[config.mk]
export PLATFORM = sky130hd
export DESIGN_NAME = tl_acquire_arbiter
export DESIGN_NICKNAME = d
export VERILOG_FILES = /design/src/rtl/tl_arb_pkg.sv /design/src/rtl/tl_arb_skid_fifo.sv /design/src/rtl/tl_acquire_arbiter.sv
export SDC_FILE = /design/constraint.sdc
export NUM_CORES = 1
export LEC_CHECK = 0
export BUFFER_PORTS_ARGS = -buffer_cell sky130_fd_sc_hd__clkbuf_2
export CAP_MARGIN = 0
export CORE_AREA = 2 2 201 203
export CTS_BUF_LIST = sky130_fd_sc_hd__clkbuf_8
export DETAILED_ROUTE_END_ITERATION = 8
export DIE_AREA = 0 0 203 205
export PLACE_DENSITY = 0.41
export SETUP_SLACK_MARGIN = 0.2
export SYNTH_ARGS = -nofsm -noshare
export SYNTH_HDL_FRONTEND = slang
export SYNTH_SLANG_ARGS = --single-unit
export TNS_END_PERCENT = 50
[constraint.sdc]
create_clock -name clk -period 3.5 [get_ports clk]
set_input_delay 0.35 -clock clk [delete_from_list [all_inputs] [get_ports clk]]
set_output_delay 0.35 -clock clk [all_outputs]
set_load 0.02 [all_outputs]
[src/rtl/tl_arb_pkg.sv]
// tl_arb_pkg: shared widths, field offsets and state type for the TileLink
// acquire arbiter.
//   Acquire packing (114b, high->low): header_src 2, header_dst 2,
//     addr_block 26, client_xact_id 1, addr_beat 3, is_builtin_type 1,
//     a_type 3, union 12, data 64.
//   Grant packing (79b, high->low): src 2, dst 2, addr_beat 3,
//     client_xact_id 1, manager_xact_id 2, is_builtin_type 1, g_type 4, data 64.
package tl_arb_pkg;

  localparam int unsigned ACQ_W = 114;
  localparam int unsigned GNT_W = 79;

  localparam int unsigned ACQ_HDR_SRC_LSB = 112;
  localparam int unsigned ACQ_HDR_DST_LSB = 110;
  localparam int unsigned ACQ_BUILTIN_BIT = 79;
  localparam int unsigned ACQ_A_TYPE_LSB  = 76;

  localparam int unsigned GNT_DST_LSB = 75;

  localparam logic [2:0] A_TYPE_PUT_BLOCK = 3'd3;

  typedef enum logic {
    IDLE,
    LOCKED
  } arb_state_e;

  // Built-in PutBlock is the only multi-beat acquire.
  function automatic logic is_multi_beat(input logic [ACQ_W-1:0] bits);
    return bits[ACQ_BUILTIN_BIT] &&
           (bits[ACQ_A_TYPE_LSB +: 3] == A_TYPE_PUT_BLOCK);
  endfunction

endpackage

[src/rtl/tl_arb_skid_fifo.sv]
// tl_arb_skid_fifo: 2-entry FIFO placed between the arbiter and the manager
// acquire port when TL_ARB_PIPE_EN is defined. Full throughput, one cycle of
// latency, cleared on reset.
//   clk, reset (async, active-low)
//   in_valid/in_ready/in_bits    : push side (arbiter)
//   out_valid/out_ready/out_bits : pop side (manager acquire port)
module tl_arb_skid_fifo #(
  parameter int unsigned WIDTH = 8
) (
  input  logic             clk,
  input  logic             reset,
  input  logic             in_valid,
  output logic             in_ready,
  input  logic [WIDTH-1:0] in_bits,
  output logic             out_valid,
  input  logic             out_ready,
  output logic [WIDTH-1:0] out_bits
);

  logic [WIDTH-1:0] mem0;
  logic [WIDTH-1:0] mem1;
  logic             wptr;
  logic             rptr;
  logic [1:0]       count;
  logic             push;
  logic             pop;

  assign in_ready  = (count != 2'd2);
  assign out_valid = (count != 2'd0);
  assign out_bits  = rptr ? mem1 : mem0;
  assign push      = in_valid & in_ready;
  assign pop       = out_valid & out_ready;

  always_ff @(posedge clk or negedge reset) begin
    if (!reset) begin
      wptr  <= 1'b0;
      rptr  <= 1'b0;
      count <= '0;
    end else begin
      if (push) wptr <= ~wptr;
      if (pop)  rptr <= ~rptr;
      case ({push, pop})
        2'b10:   count <= count + 2'd1;
        2'b01:   count <= count - 2'd1;
        default: count <= count;
      endcase
    end
  end

  always_ff @(posedge clk) begin
    if (push && !wptr) mem0 <= in_bits;
    if (push &&  wptr) mem1 <= in_bits;
  end

endmodule

[src/rtl/tl_acquire_arbiter.sv]
// tl_acquire_arbiter: shares one TileLink manager port between N_CLIENTS
// clients. Acquires are round-robin arbitrated (locked to one client for a
// full PutBlock burst); grants are demultiplexed back by header dst.
// Optional build macro: TL_ARB_PIPE_EN inserts a 2-entry FIFO on mg_acq_*.
//   clk, reset (async, active-low)
//   cl_acq_valid/ready/bits : per-client acquire (client i at bits [i*114 +: 114])
//   mg_acq_valid/ready/bits : manager acquire, header_src = winning client
//   mg_gnt_valid/ready/bits : manager grant
//   cl_gnt_valid/ready      : per-client grant handshake; cl_gnt_bits broadcast
//   arb_locked              : a multi-beat burst owns the port
//   arb_owner               : current/last winner
module tl_acquire_arbiter
  import tl_arb_pkg::*;
#(
  parameter int unsigned N_CLIENTS = 2,
  parameter int unsigned BEATS     = 8
) (
  input  logic                       clk,
  input  logic                       reset,
  input  logic [N_CLIENTS-1:0]       cl_acq_valid,
  output logic [N_CLIENTS-1:0]       cl_acq_ready,
  input  logic [N_CLIENTS*ACQ_W-1:0] cl_acq_bits,
  output logic                       mg_acq_valid,
  input  logic                       mg_acq_ready,
  output logic [ACQ_W-1:0]           mg_acq_bits,
  input  logic                       mg_gnt_valid,
  output logic                       mg_gnt_ready,
  input  logic [GNT_W-1:0]           mg_gnt_bits,
  output logic [N_CLIENTS-1:0]       cl_gnt_valid,
  input  logic [N_CLIENTS-1:0]       cl_gnt_ready,
  output logic [GNT_W-1:0]           cl_gnt_bits,
  output logic                       arb_locked,
  output logic [1:0]                 arb_owner
);

  localparam int unsigned CNT_W = (BEATS > 1) ? $clog2(BEATS) : 1;

  arb_state_e       state;
  logic [1:0]       rr_ptr;
  logic [CNT_W-1:0] beat_cnt;

  logic [1:0]       win;
  logic             any_valid;
  logic [1:0]       sel;
  logic             sel_valid;
  logic [ACQ_W-1:0] sel_bits;
  logic [ACQ_W-1:0] arb_bits;
  logic             arb_valid;
  logic             dn_ready;
  logic             fire;
  logic [1:0]       gnt_dst;

  function automatic logic [1:0] next_ptr(input logic [1:0] p);
    return (p == 2'(N_CLIENTS - 1)) ? 2'd0 : p + 2'd1;
  endfunction

  // Round-robin search: first valid client at or after rr_ptr, wrapping.
  always_comb begin
    int unsigned idx;
    win       = '0;
    any_valid = 1'b0;
    for (int unsigned k = 0; k < N_CLIENTS; k++) begin
      idx = 32'(rr_ptr) + k;
      if (idx >= N_CLIENTS) idx = idx - N_CLIENTS;
      for (int unsigned j = 0; j < N_CLIENTS; j++) begin
        if (!any_valid && (idx == j) && cl_acq_valid[j]) begin
          any_valid = 1'b1;
          win       = 2'(j);
        end
      end
    end
  end

  // While locked only the burst owner is eligible; nobody else may interleave.
  assign sel = (state == LOCKED) ? arb_owner : win;

  always_comb begin
    sel_valid = 1'b0;
    sel_bits  = '0;
    for (int unsigned j = 0; j < N_CLIENTS; j++) begin
      if (sel == 2'(j)) begin
        sel_valid = cl_acq_valid[j];
        sel_bits  = cl_acq_bits[j*ACQ_W +: ACQ_W];
      end
    end
  end

  always_comb begin
    arb_bits = sel_bits;
    arb_bits[ACQ_HDR_SRC_LSB +: 2] = sel;
  end

  assign arb_valid = reset & sel_valid;
  assign fire      = arb_valid & dn_ready;

  always_comb begin
    cl_acq_ready = '0;
    for (int unsigned j = 0; j < N_CLIENTS; j++) begin
      cl_acq_ready[j] = (sel == 2'(j)) & arb_valid & dn_ready;
    end
  end

`ifdef TL_ARB_PIPE_EN
  logic fifo_in_ready;

  tl_arb_skid_fifo #(
    .WIDTH (ACQ_W)
  ) u_skid (
    .clk       (clk),
    .reset     (reset),
    .in_valid  (arb_valid),
    .in_ready  (fifo_in_ready),
    .in_bits   (arb_bits),
    .out_valid (mg_acq_valid),
    .out_ready (mg_acq_ready),
    .out_bits  (mg_acq_bits)
  );

  assign dn_ready = fifo_in_ready;
`else
  assign dn_ready     = mg_acq_ready;
  assign mg_acq_valid = arb_valid;
  assign mg_acq_bits  = arb_bits;
`endif

  always_ff @(posedge clk or negedge reset) begin
    if (!reset) begin
      state      <= IDLE;
      rr_ptr     <= '0;
      beat_cnt   <= '0;
      arb_owner  <= '0;
      arb_locked <= 1'b0;
    end else if (fire) begin
      case (state)
        IDLE: begin
          arb_owner <= win;
          if (is_multi_beat(sel_bits)) begin
            state      <= LOCKED;
            arb_locked <= 1'b1;
            beat_cnt   <= CNT_W'(1);
          end else begin
            rr_ptr <= next_ptr(win);
          end
        end
        LOCKED: begin
          if (beat_cnt == CNT_W'(BEATS - 1)) begin
            state      <= IDLE;
            arb_locked <= 1'b0;
            beat_cnt   <= '0;
            rr_ptr     <= next_ptr(arb_owner);
          end else begin
            beat_cnt <= beat_cnt + 1'b1;
          end
        end
        default: begin
          state      <= IDLE;
          arb_locked <= 1'b0;
        end
      endcase
    end
  end

  // Grant demux; a dst with no matching client is accepted and dropped.
  assign gnt_dst     = mg_gnt_bits[GNT_DST_LSB +: 2];
  assign cl_gnt_bits = mg_gnt_bits;

  always_comb begin
    mg_gnt_ready = 1'b1;
    cl_gnt_valid = '0;
    for (int unsigned j = 0; j < N_CLIENTS; j++) begin
      if (gnt_dst == 2'(j)) begin
        cl_gnt_valid[j] = mg_gnt_valid;
        mg_gnt_ready    = cl_gnt_ready[j];
      end
    end
  end

endmodule

=== Word-level counts from Yosys, hierarchy flattened ===
Index checks and enable logic that the tools add are counted.

* Flip-flop bits (word level): 9
* Input port bits: 315
* Output and inout bits: 202
* Word-level logic and storage cells: 80

* Add/subtract/negate cells: 6
* Order comparisons: 2
* Eq/ne operators: 11
* Multiplexer cells: 31
* Bitwise gates (word level): 7
* Reduce and logical (&&, ||, !) cells: 18

{| class="wikitable"
|+ Operators with widths
! operator !! count
|-
| $mux 112 || 2
|-
| $eq 32x1->1 const B || 2
|-
| $logic_not 32->1 || 2
|-
| $mux 32 || 2
|-
| $mux 1 || 15
|-
| $mux 2 || 6
|-
| $eq 2x1->1 const B || 4
|-
| $logic_and 1x1->1 || 8
|-
| $and 1x1->1 || 6
|-
| $mux 3 || 2
|-
| $pmux 3 s2 || 1
|-
| $reduce_and 3->1 || 2
|-
| $add 2x1->2 const B || 2
|-
| $logic_not 2->1 || 2
|-
| $ne 2x2->1 const B || 2
|-
| $pmux 1 s2 || 2
|-
| $pmux 2 s2 || 1
|-
| $sub 3x2->4 const B || 1
|-
| $add 2x1->3 const B || 1
|-
| $add 3x1->3 const B || 1
|-
| $eq 3x2->1 const B || 1
|-
| $eq 3x3->1 const B || 1
|-
| $ge 3x2->1 const B || 1
|-
| $logic_not 1->1 || 3
|-
| 5 further kinds || 5
|}

=== Longest topological paths before layout ===
Gate-level depths: netlist of the first run.

* Word-level depth: 25
* Depth in mapped cells: 9
* Mapped depth without buffers: 6

=== Worst setup path after synthesis of the first run ===
Ideal clock, no wire load.

* Path type: register to output
* From: register state
* To: output mg_acq_bits[100]
* Arrival: 1714 ps
* Data required time: 3150 ps
* Slack: 1436 ps
* Cell stages (with the launch flop): 10
* Cell sequence: dfrtp_1 nor2b_2 nand2_1 and2_1 clkbuf_1 inv_2 buf_4 buf_2 nand2_1 a21oi_1

* Longest elaborated chain between the ends: 4
* Elaborated cells on any way between the ends: 5

{| class="wikitable"
|+ Ends and longest elaborated chain
! element !! line !! text
|-
| start, declared || tl_acquire_arbiter.sv:38 || <nowiki>arb_state_e state;</nowiki>
|-
| start signal, assigned || tl_acquire_arbiter.sv:128 || <nowiki>state <= IDLE;</nowiki>
|-
| start signal, assigned || tl_acquire_arbiter.sv:138 || <nowiki>state <= LOCKED;</nowiki>
|-
| start signal, assigned || tl_acquire_arbiter.sv:147 || <nowiki>state <= IDLE;</nowiki>
|-
| $mux 2 (*) || -- ||
|-
| $logic_not 2->1 || tl_acquire_arbiter.sv:81 || <nowiki>if (sel == 2'(j)) begin</nowiki>
|-
| $mux 112 || tl_acquire_arbiter.sv:81 ||
|-
| $mux 112 (*) || tl_acquire_arbiter.sv:81 ||
|-
| end, declared || tl_acquire_arbiter.sv:25 || <nowiki>output logic [ACQ_W-1:0] mg_acq_bits,</nowiki>
|}

Mark *: on every way between the ends. The rest lies on a longest branch, timed or not.

=== Worst setup path in the final report of the first run ===
* From: register state
* To: output mg_acq_bits[39]

The elaborated chain is that of the path after synthesis.

==> flow_metrics.tcl, run 1 <==
set metrics [dict create \
    status "complete, no violations" \
    grt_pass1_vias 3691 \
    die_area_sq_mm 0.0416 \
    syn_area_sq_mm 0.00274 \
    dr.first_iter.drc_count 187 \
    syn_inst 519 \
    crit_buf_inv 2 \
    synth-simple-area-share_pct 36.6 \
    overflow 0 \
    rows 73 \
    drv_cap 0 \
    cp_max_fo 39 \
    r2r-end "rr_ptr[0]" \
    path_cells "nor2b_2 -> nand2_1 -> and2_4 -> buf_4 -> nand2_1 -> a21oi_1 -> clkbuf_2" \
    worstMarginPinSlew_ns 0.469 \
    wl_um 14900 \
    peakVddDrop_v 0.000216 \
    fill_cells 4678 \
    report.final.setup_viol 0 \
    final_cell_area_sq_mm 0.00457 \
    yosys.area.top_type "nand2_1" \
    io_pins 517 \
    areaGrowthSynthToFinish_pct 66.7 \
    synth_edf_count 0 \
    synth_compound_area_share_pct 26.1 \
    cts_max_path_buffers 2 \
    period_needed_ns 2.74 \
    worst_setup_path_end_kind "primary output" \
    synthDistinctLibCells 34 \
    slew_violations 0 \
    fmax_ghz 0.365 \
    slew_headroom_pct 68.7 \
    leakage_uw 0.00250 \
    dieWidth_um 203 \
    numCtsBuffers 3 \
    worstRegToRegCells 6 \
    grt_pass1_wl_um 20400 \
    ys_async_sr_fraction_pct 100 \
    holdPathEnd "beat_cnt[2]" \
    place_congestion 0.719 \
    cts_root_buf "clkbuf_8" \
    coreArea_sq_mm 0.0394 \
    hp-class "reg2reg" \
    crit_family "simple AND/OR/NAND/NOR gates" \
    slowest_stage "dfrtp_1" \
    synth-seq-cells 8 \
    drc 0 \
    cts_sinks 8 \
    synthAdderAreaFrac_pct 0.912 \
    drive_gt1_share_pct 48.8 \
    htreeDepth 1 \
    finalCritPeriodShare_pct 78.4 \
    antenna_found_initial 0 \
    synthXorXnorAreaFrac_pct 0 \
    path_clk_slew_ns 0.04 \
    synth_top_family_by_area "simple AND/OR/NAND/NOR gates" \
    dr_total_vias 4247 \
    antenna_cells 0 \
    syn_nets 836 \
    firstDrtPassIters 4 \
    cts_tree "built" \
    num-nets-final 1087 \
    slowest_delay_ns 0.61 \
    min_path_cells 1 \
    synthMuxAreaShare_pct 0.547 \
    r2r_start "state" \
    drtAntennaViolNets 0 \
    post_cts_buffers 0 \
    clk_latency_ns 0.23 \
    ff2ff_setup_slack_ns 1.40 \
    final-hold-violation-count 0 \
    setup-tns-final_ns 0 \
    finClkSkew_ns 0.00459 \
    avgSynthCellArea_sq_um 5.28 \
    p_per_area_mw_per_mm2 591 \
    synth_ff_type "dfrtp_1" \
    grt_max_degree 65 \
    start_util_pct 6.97 \
    routedWlPerCell_um 11.5 \
    dpl.hpwl_um 12700 \
    crit_top_cell "nand2_1" \
    crit_path_start_kind "flip-flop" \
    via_per_inst 3.28 \
    critPathKind "reg2out" \
    worstPathRequired_ns 3.15 \
    cp.arrival_ns 2.39 \
    synth_top_area_share_pct 31.8 \
    worstHoldStart "beat_cnt[2]" \
    portBuffers 358 \
    cp-startpoint "state" \
    rsz0062_at_grt "false" \
    yosys_warnings 0 \
    dpl-instance-area_sq_mm 0.00452 \
    yosysSeqAreaShare_pct 7.30 \
    die_h_um 205 \
    globalRouteTotalUtil_pct 6.22 \
    synthTopCellsByArea "nand2_1 (32%), buf_4 (22%), a21oi_1 (21%), dfrtp_1 (7.3%), buf_2 (3.8%)" \
]
==> kinds of logic (layout without fill, tap and decap cells) <==
kind of cell | after synthesis | in the layout
simple gates | 253 | 253
flops | 8 | 8
fa+ha+maj | 2 | 2
buf+inv | 121 | 370
compound gates | 134 | 134
mux | 1 | 1
==> flip-flops by register name, indices dropped and copies added, names as in the netlist <==
name,flops
beat_cnt,3
state,1
rr_ptr,1
arb_locked,1
arb_owner,2
==> timing repair <==
item,CTS,global route
hold buffers,1,0
endpoints found under the hold margin,8,0
gates resized for setup,0,0
==> per-stage QoR <==
step                      setup slack [ns]  cells  total power [uW]  utilization, %  hold slack [ns]
after floorplan                       1.44    519              1870               -           0.0544
after global placement               0.983   1289              2630            11.5            0.234
after detailed placement             0.987   1289              2630            11.5            0.241
after CTS                            0.739   1293              2750            11.6            0.497
after global routing                 0.564   1293              2950            11.6            0.530
final                                0.758   1293              2700            11.6            0.493
==> per-layer routing <==
metal  track usage [%]  vias to the layer above  part of all wire (%)
met5                 0                        -                     0
met4              1.33                        0                   1.5
met3              1.89                       28                    12
met2              12.0                      294                    51
met1              6.61                     1833                    35
li1                  -                     2092                     -
==> power breakdown <==
| part | switching (uW) | internal [uW] | leakage [uW] |
|---|---|---|---|
| Combinational | 1620 | 819 | 0.00237 |
| Sequential | 39.0 | 115 | 0.000106 |
| Clock | 38.1 | 74.7 | 0.0000216 |
| Total | 1690 | 1010 | 0.00250 |
==> cell usage in the layout (no fill, tap or decap), drive strengths merged <==
| cell | count |
|---|---|
| o211ai | 1 |
| nor3b | 2 |
| inv | 2 |
| and3 | 1 |
| nand3b | 2 |
| a32o | 2 |
| nor3 | 2 |
| a21o | 1 |
| and4 | 1 |
| a21boi | 2 |
| a21oi | 117 |
| dfrtp | 8 |
| dlygate4sd3 | 1 |
| nand2 | 232 |
| buf | 6 |
| nor2 | 3 |
| clkbuf | 361 |
| and2 | 4 |
| nand2b | 1 |
| o2bb2ai | 1 |
| nor2b | 4 |
| a211oi | 1 |
| o21ai | 7 |
| and3b | 1 |
| mux2 | 1 |
| a211o | 1 |
| ha | 2 |
| a32oi | 1 |
==> worst max path at each step <==
stage / to / slack [ns] / cells past startpoint
4_1_cts: mg_acq_bits[39] / 0.74 / 7
3_3_place_gp: mg_acq_bits[39] / 0.98 / 7
6_report: mg_acq_bits[39] / 0.76 / 7
3_5_place_dp: mg_acq_bits[39] / 0.99 / 7
5_1_grt: mg_acq_bits[104] / 0.56 / 7
2_1_floorplan: mg_acq_bits[100] / 1.44 / 9
==> final cells by class <==
class | count | area (sq um) | share of cell area (%)
Timing Repair Buffer | 365 | 1900 | 41.5
Inverter | 2 | 10.0 | 0.219
Clock buffer | 3 | 41.3 | 0.903
Tap cell | 525 | 657 | 14.4
Sequential cell | 8 | 200 | 4.38
Multi-Input combinational cell | 390 | 1770 | 38.6
==> Yosys cell counts (3+ instances only) <==
master / number
nor2b_1: 3
dfrtp_1: 8
clkbuf_1: 13
buf_1: 5
a21oi_1: 116
nand2_1: 232
nor2_1: 3
o21ai_0: 6
and2_1: 4
buf_4: 80
buf_2: 21
No activity file was read; power rests on OpenSTA's default activity.
==> run 2: changes to the inputs <==
--- a/config.mk
+++ b/config.mk
@@ -5,13 +5,14 @@
 export SDC_FILE = /design/constraint.sdc
 export NUM_CORES = 1
 export LEC_CHECK = 0
+export ABC_AREA = 1
 export BUFFER_PORTS_ARGS = -buffer_cell sky130_fd_sc_hd__clkbuf_2
 export CAP_MARGIN = 0
-export CORE_AREA = 2 2 201 203
+export CORE_AREA = 2 2 202 204
 export CTS_BUF_LIST = sky130_fd_sc_hd__clkbuf_8
 export DETAILED_ROUTE_END_ITERATION = 8
-export DIE_AREA = 0 0 203 205
-export PLACE_DENSITY = 0.41
+export DIE_AREA = 0 0 204 206
+export PLACE_DENSITY = 0.42
 export SETUP_SLACK_MARGIN = 0.2
 export SYNTH_ARGS = -nofsm -noshare
 export SYNTH_HDL_FRONTEND = slang
==> constraint.sdc (replaced) <==
create_clock -name clk -period 2.3 [get_ports clk]
set_input_delay 0.23 -clock clk [delete_from_list [all_inputs] [get_ports clk]]
set_output_delay 0.23 -clock clk [all_outputs]
set_load 0.02 [all_outputs]
==> run 2 against run 1 <==
Effect of this change: critical endpoint is now mg_acq_bits[61]; final area increased by 6.4%; clock power increased by 46%; global-route usage decreased by 0.31 points.
==> flow_metrics.tcl, run 2 <==
set metrics [dict create \
    drc 0 \
    critPathKind "reg2out" \
    use_met2_pct 9.95 \
    layout.cells.most_common "clkbuf_2" \
    setup-tns-final_ns 0 \
    via_per_inst 3.21 \
    place_worst_setup_slack_ns 0.262 \
    multiInputGateArea_sq_mm 0.00148 \
    cp.arrival_ns 1.82 \
    antenna_found_initial 2 \
    worst_setup_path_end_kind "primary output" \
    leakage_uw 0.00279 \
    avgSynthCellArea_sq_um 5.41 \
    yosys_warnings 0 \
    clk_latency_ns 0.23 \
    p_int_uw 1380 \
    crit_path_start_kind "flip-flop" \
    status "complete, no violations" \
    dr_total_vias 4225 \
    dieWidth_um 204 \
    p_clk_share_pct 4.6 \
    die_h_um 206 \
    globalRouteTotalUtil_pct 5.91 \
    antenna_cells 0 \
    drive_gt1_share_pct 49.9 \
    cts_sinks 8 \
    routedWlPerCell_um 11.2 \
    htreeDepth 1 \
    ys_async_sr_fraction_pct 100 \
    seqPwrFrac_pct 6.4 \
    cts_root_buf "clkbuf_8" \
    cp_max_fo 65 \
    portBuffers 358 \
    worstMarginPinSlew_ns 0.417 \
    period_needed_ns 2.05 \
    slew_headroom_pct 72.2 \
    power_switching_uw 2240 \
    grt_pass1_vias 3438 \
    firstDrtPassIters 4 \
    numCtsBuffers 3 \
    setup_slack_ns 0.245 \
    syn_inst 526 \
    finalCritPeriodShare_pct 89.3 \
    wl_um 14800 \
    dpl.hpwl_um 11700 \
    drv_cap 0 \
    grt-busiest-layer "met2" \
    yosys.area.top_type "buf_4" \
    worstPathRequired_ns 2.07 \
    rows 74 \
    final_cell_mix "clkbuf_2 (354), inv_1 (120), nand3_1 (117), o21ai_0 (99), nand2_1 (25)" \
    fmax_ghz 0.487 \
    grt_pass1_wl_um 19500 \
    largest_reg_flops 3 \
    total_power_uw 3630 \
    post-synth-top-count-cell "inv_1" \
    hp-class "in2reg" \
    cts_tree "built" \
    synth_top_area_share_pct 20.8 \
    report.final.setup_viol 0 \
    slew_violations 0 \
    path_clk_slew_ns 0.04 \
    synthTopCellsByArea "buf_4 (21%), nand3_1 (21%), o21ai_0 (19%), inv_1 (16%), dfrtp_1 (7.0%)" \
    p_comb_share_pct 89.0 \
    finClkSkew_ns 0.00214 \
    seqCellArea_sq_um 201 \
    synth_ff_type "dfrtp_1" \
    postLayoutCoreUtil_pct 12.1 \
    grt_max_degree 66 \
    rsz0062_at_grt "true" \
    top_register "beat_cnt" \
    grt.met1_usage_pct 7.63 \
    top_regs "beat_cnt x3, arb_owner x2" \
    syn_area_sq_mm 0.00285 \
    areaGrowthSynthToFinish_pct 70.9 \
    yosys-top-cells-count "inv_1 (120), nand3_1 (118), o21ai_0 (108), buf_4 (79), nand2_1 (28)" \
    synth-seq-cells 8 \
    io_pins 517 \
    fill_cells 4753 \
    syn_nets 843 \
    dr.first_iter.drc_count 301 \
    p_per_area_mw_per_mm2 746 \
    p_sw_share_pct 61.8 \
    use_met3_pct 1.83 \
    die_area_sq_mm 0.0420 \
    drtAntennaViolNets 0 \
    yosysSeqAreaShare_pct 7.03 \
    synth_edf_count 0 \
    cts_max_path_buffers 2 \
    place_congestion 0.731 \
    peakVddDrop_v 0.000405 \
    num-nets-final 1105 \
    start_util_pct 7.08 \
    overflow 0 \
    final-hold-violation-count 0 \
    coreArea_sq_mm 0.0402 \
    synthDistinctLibCells 23 \
]
-- run 2: cell count changes in the layout (fill, tap and decap cells not counted), moves of 4 or more --
cell      before  now
clkbuf_2     358  354
o21ai_1        1    9
nand3_1        0  117
nand2_1      232   25
buf_4          2    7
o21ai_0        6   99
inv_1          1  120
a21oi_1      116    0
nand4_1        0    5
-- run 2: final cells by class --
class                      instances  share of cell area, %
tap                              532                   13.7
multi-input combinational        280                   30.4
sequential                         8                   4.14
inverter                         122                   9.52
clock buffer                       3                  0.849
timing repair buffer             373                   41.4
-- run 2: cell families after synthesis --
group	share of synthesized area, %
buf+inv	42.6
flops	7.03
simple gates	29.8
fa+ha+maj	0.879
compound gates	19.7
-- run 2: per-stage QoR --
| stage | instances | hold slack [ns] | cell area, sq um |
|---|---|---|---|
| after floorplan | 526 | -0.0656 | 2850 |
| after global placement | 1307 | 0.130 | 4680 |
| after detailed placement | 1307 | 0.130 | 4680 |
| after CTS | 1317 | 0.348 | 4860 |
| after global routing | 1318 | 0.360 | 4860 |
| final | 1318 | 0.350 | 4860 |
-- run 2: metal layers --
layer	up-vias	part of all wire [%]
li1	2110	-
met1	1850	41
met2	253	48
met3	10	10
met4	2	0.41
met5	-	0.088
-- run 2: critical path, cell delays in order (launching register included) --
cell	delay [ns]
dfrtp_2	0.46
nand2_4	0.19
nand3_4	0.13
buf_12	0.18
o21ai_0	0.32
clkbuf_2	0.23
-- run 2: power groups by stage --
stage	sequential, uW	clock [uW]	combinational, uW
detailed placement	227	0	3050
finish	233	165	3230
global placement	227	0	3050
CTS	229	172	3300
floorplan	228	0	2050
global route	239	179	3520
-- run 2: final timing paths --
kind | start | end | slack (ns) | depth (start not counted)
max reg2reg | state | beat_cnt[0] | 0.40 | 14
min | mg_acq_ready | arb_owner[1] | 0.35 | 4
max in group asynchronous | reset | state | 1.65 | 2
max | state | mg_acq_bits[61] | 0.25 | 5
min reg2reg | beat_cnt[1] | beat_cnt[1] | 0.47 | 2
min in group asynchronous | reset | beat_cnt[0] | 0.41 | 2
-- run 2: what timing repair did --
item / in CTS / in global routing
buffers inserted: 4 / 2
endpoints found under the hold margin: 8 / 0
resized for setup: 13 / 13
setup endpoints to repair: 25 / 56
cloned: 2 / 0
pin swaps: 3 / 1
hold buffers: 1 / 0
==> run 3: changes to the inputs <==
--- a/config.mk
+++ b/config.mk
@@ -12,7 +12,7 @@
 export CTS_BUF_LIST = sky130_fd_sc_hd__clkbuf_8
 export DETAILED_ROUTE_END_ITERATION = 8
 export DIE_AREA = 0 0 204 206
-export PLACE_DENSITY = 0.42
+export PLACE_DENSITY_LB_ADDON = 0.05
 export SETUP_SLACK_MARGIN = 0.2
 export SYNTH_ARGS = -nofsm -noshare
 export SYNTH_HDL_FRONTEND = slang
==> run 3 against run 2 <==
Effect of this change: power up 3.7%; die area unchanged; setup slack gained 0.057 ns.
==> flow_metrics.tcl, run 3 (synthesized netlist as in run 2, its figures left out) <==
set metrics [dict create \
    hp-class "in2reg" \
    io_pins 517 \
    cts_sinks 8 \
    worstHoldStart "mg_acq_ready" \
    via_per_inst 3.14 \
    dieWidth_um 204 \
    globalRouteTotalUtil_pct 7.85 \
    final_cell_mix "clkbuf_2 (351), inv_1 (120), nand3_1 (118), o21ai_0 (103), nand2_1 (26)" \
    layout.cells.non_filler 1327 \
    layout.cells.most_common "clkbuf_2" \
    report.final.setup_viol 0 \
    worstRegToRegCells 13 \
    cts_root_buf "clkbuf_8" \
    start_util_pct 7.08 \
    die_h_um 206 \
    ff2ff_setup_slack_ns 0.51 \
    setup_slack_ns 0.302 \
    routedWlPerCell_um 13.9 \
    overflow 0 \
    period_needed_ns 2.00 \
    finalCritPeriodShare_pct 86.9 \
    holdPathEnd "arb_owner[0]" \
    dp.cells 1316 \
    min_path_cells 4 \
    slew_violations 0 \
    place_worst_setup_slack_ns 0.220 \
    top_regs "beat_cnt x3, arb_owner x2" \
    grt_pass1_vias 3886 \
    cts_max_path_buffers 2 \
    fmax_ghz 0.501 \
    r2r-end "beat_cnt[0]" \
    cts_tree "built" \
    critPathKind "reg2out" \
    fill_cells 4840 \
    cp_max_fo 27 \
    finClkSkew_ns 0.00526 \
    seqCellArea_sq_um 201 \
    drc 0 \
    areaGrowthSynthToFinish_pct 73.8 \
    portBuffers 358 \
    top_register "beat_cnt" \
    dpl.hpwl_um 14900 \
    num-nets-final 1114 \
    worst_setup_path_end_kind "primary output" \
    drtAntennaViolNets 0 \
    place_congestion 0.667 \
    clk_latency_ns 0.23 \
    r2r_start "state" \
    p_per_area_mw_per_mm2 760 \
    grt_pass1_wl_um 25000 \
    path_clk_slew_ns 0.04 \
    final-hold-violation-count 0 \
    worstMarginPinSlew_ns 0.375 \
    rsz0062_at_grt "true" \
    leakage_uw 0.00284 \
    peakVddDrop_v 0.000368 \
    worstPathRequired_ns 2.07 \
    drv_cap 0 \
    dpl-instance-area_sq_mm 0.00477 \
    crit_path_start_kind "flip-flop" \
    dr.first_iter.drc_count 190 \
    setup-tns-final_ns 0 \
    antenna_cells 0 \
    multiInputGateArea_sq_mm 0.00146 \
    cp.arrival_ns 1.77 \
    numCtsBuffers 3 \
    antenna_found_initial 0 \
    largest_reg_flops 3 \
    slew_headroom_pct 75.0 \
    final_cell_area_sq_mm 0.00495 \
    wl_um 18400 \
    rows 74 \
    die_area_sq_mm 0.0420 \
    coreArea_sq_mm 0.0402 \
    drive_gt1_share_pct 50.1 \
    status "complete, no violations" \
    firstDrtPassIters 6 \
    htreeDepth 1 \
    grt_max_degree 58 \
    dr_total_vias 4161 \
]
-- run 3: power by group --
group | total (uW) | internal (uW) | switching, uW
sequential | 230 | 190 | 40.3
clock | 178 | 114 | 63.7
combinational | 3350 | 1170 | 2190
total | 3760 | 1470 | 2290
-- run 3: how the worst max path moves through the flow --
stage / startpoint / endpoint / depth (start not counted)
after floorplan: arb_owner[1] / mg_acq_bits[103] / 7
after global routing: rr_ptr[0] / mg_acq_bits[5] / 8
after global placement: state / mg_acq_bits[11] / 6
after detailed placement: state / mg_acq_bits[26] / 6
after CTS: state / cl_acq_ready[1] / 10
final: rr_ptr[0] / mg_acq_bits[6] / 8
-- run 3: final cells by class --
type / count / share of cell area, %
multi-input combinational: 280 / 29.5
inverter: 122 / 9.36
sequential: 8 / 4.07
timing repair buffer: 382 / 42.8
tap: 532 / 13.5
clock buffer: 3 / 0.835
-- run 3: what timing repair did --
item | in CTS | in global routing
cloned | 1 | 0
hold buffers | 1 | 0
setup buffers | 3 | 3
pin swaps | 2 | 5
setup endpoints to repair | 91 | 51
gates resized for setup | 6 | 17
endpoints found under the hold margin | 8 | 0
-- run 3: metrics by stage --
| step | utilization [%] | hold WS (ns) | total power, uW |
|---|---|---|---|
| 2_1_floorplan | - | -0.0656 | 2280 |
| 3_3_place_gp | 11.9 | 0.162 | 3620 |
| 3_5_place_dp | 11.9 | 0.165 | 3550 |
| 4_1_cts | 12.2 | 0.362 | 3850 |
| 5_1_grt | 12.3 | 0.381 | 4130 |
| 6_report | 12.3 | 0.344 | 3760 |
-- run 3: critical path, stage by stage (launching register included) --
cell      delay [ns]
dfrtp_1         0.39
inv_1           0.06
nand2_1         0.08
nand3_4         0.14
nand3_4         0.14
buf_12          0.20
buf_12          0.15
o21ai_0         0.17
clkbuf_2        0.20
-- run 3: metal layers --
metal | up-vias | GRT usage (%) | wire length, um
met2 | 220 | 14.7 | 9590
met5 | - | 0 | 0
met4 | 0 | 1.22 | 182
li1 | 2137 | - | -
met3 | 18 | 1.97 | 1570
met1 | 1786 | 9.06 | 7070
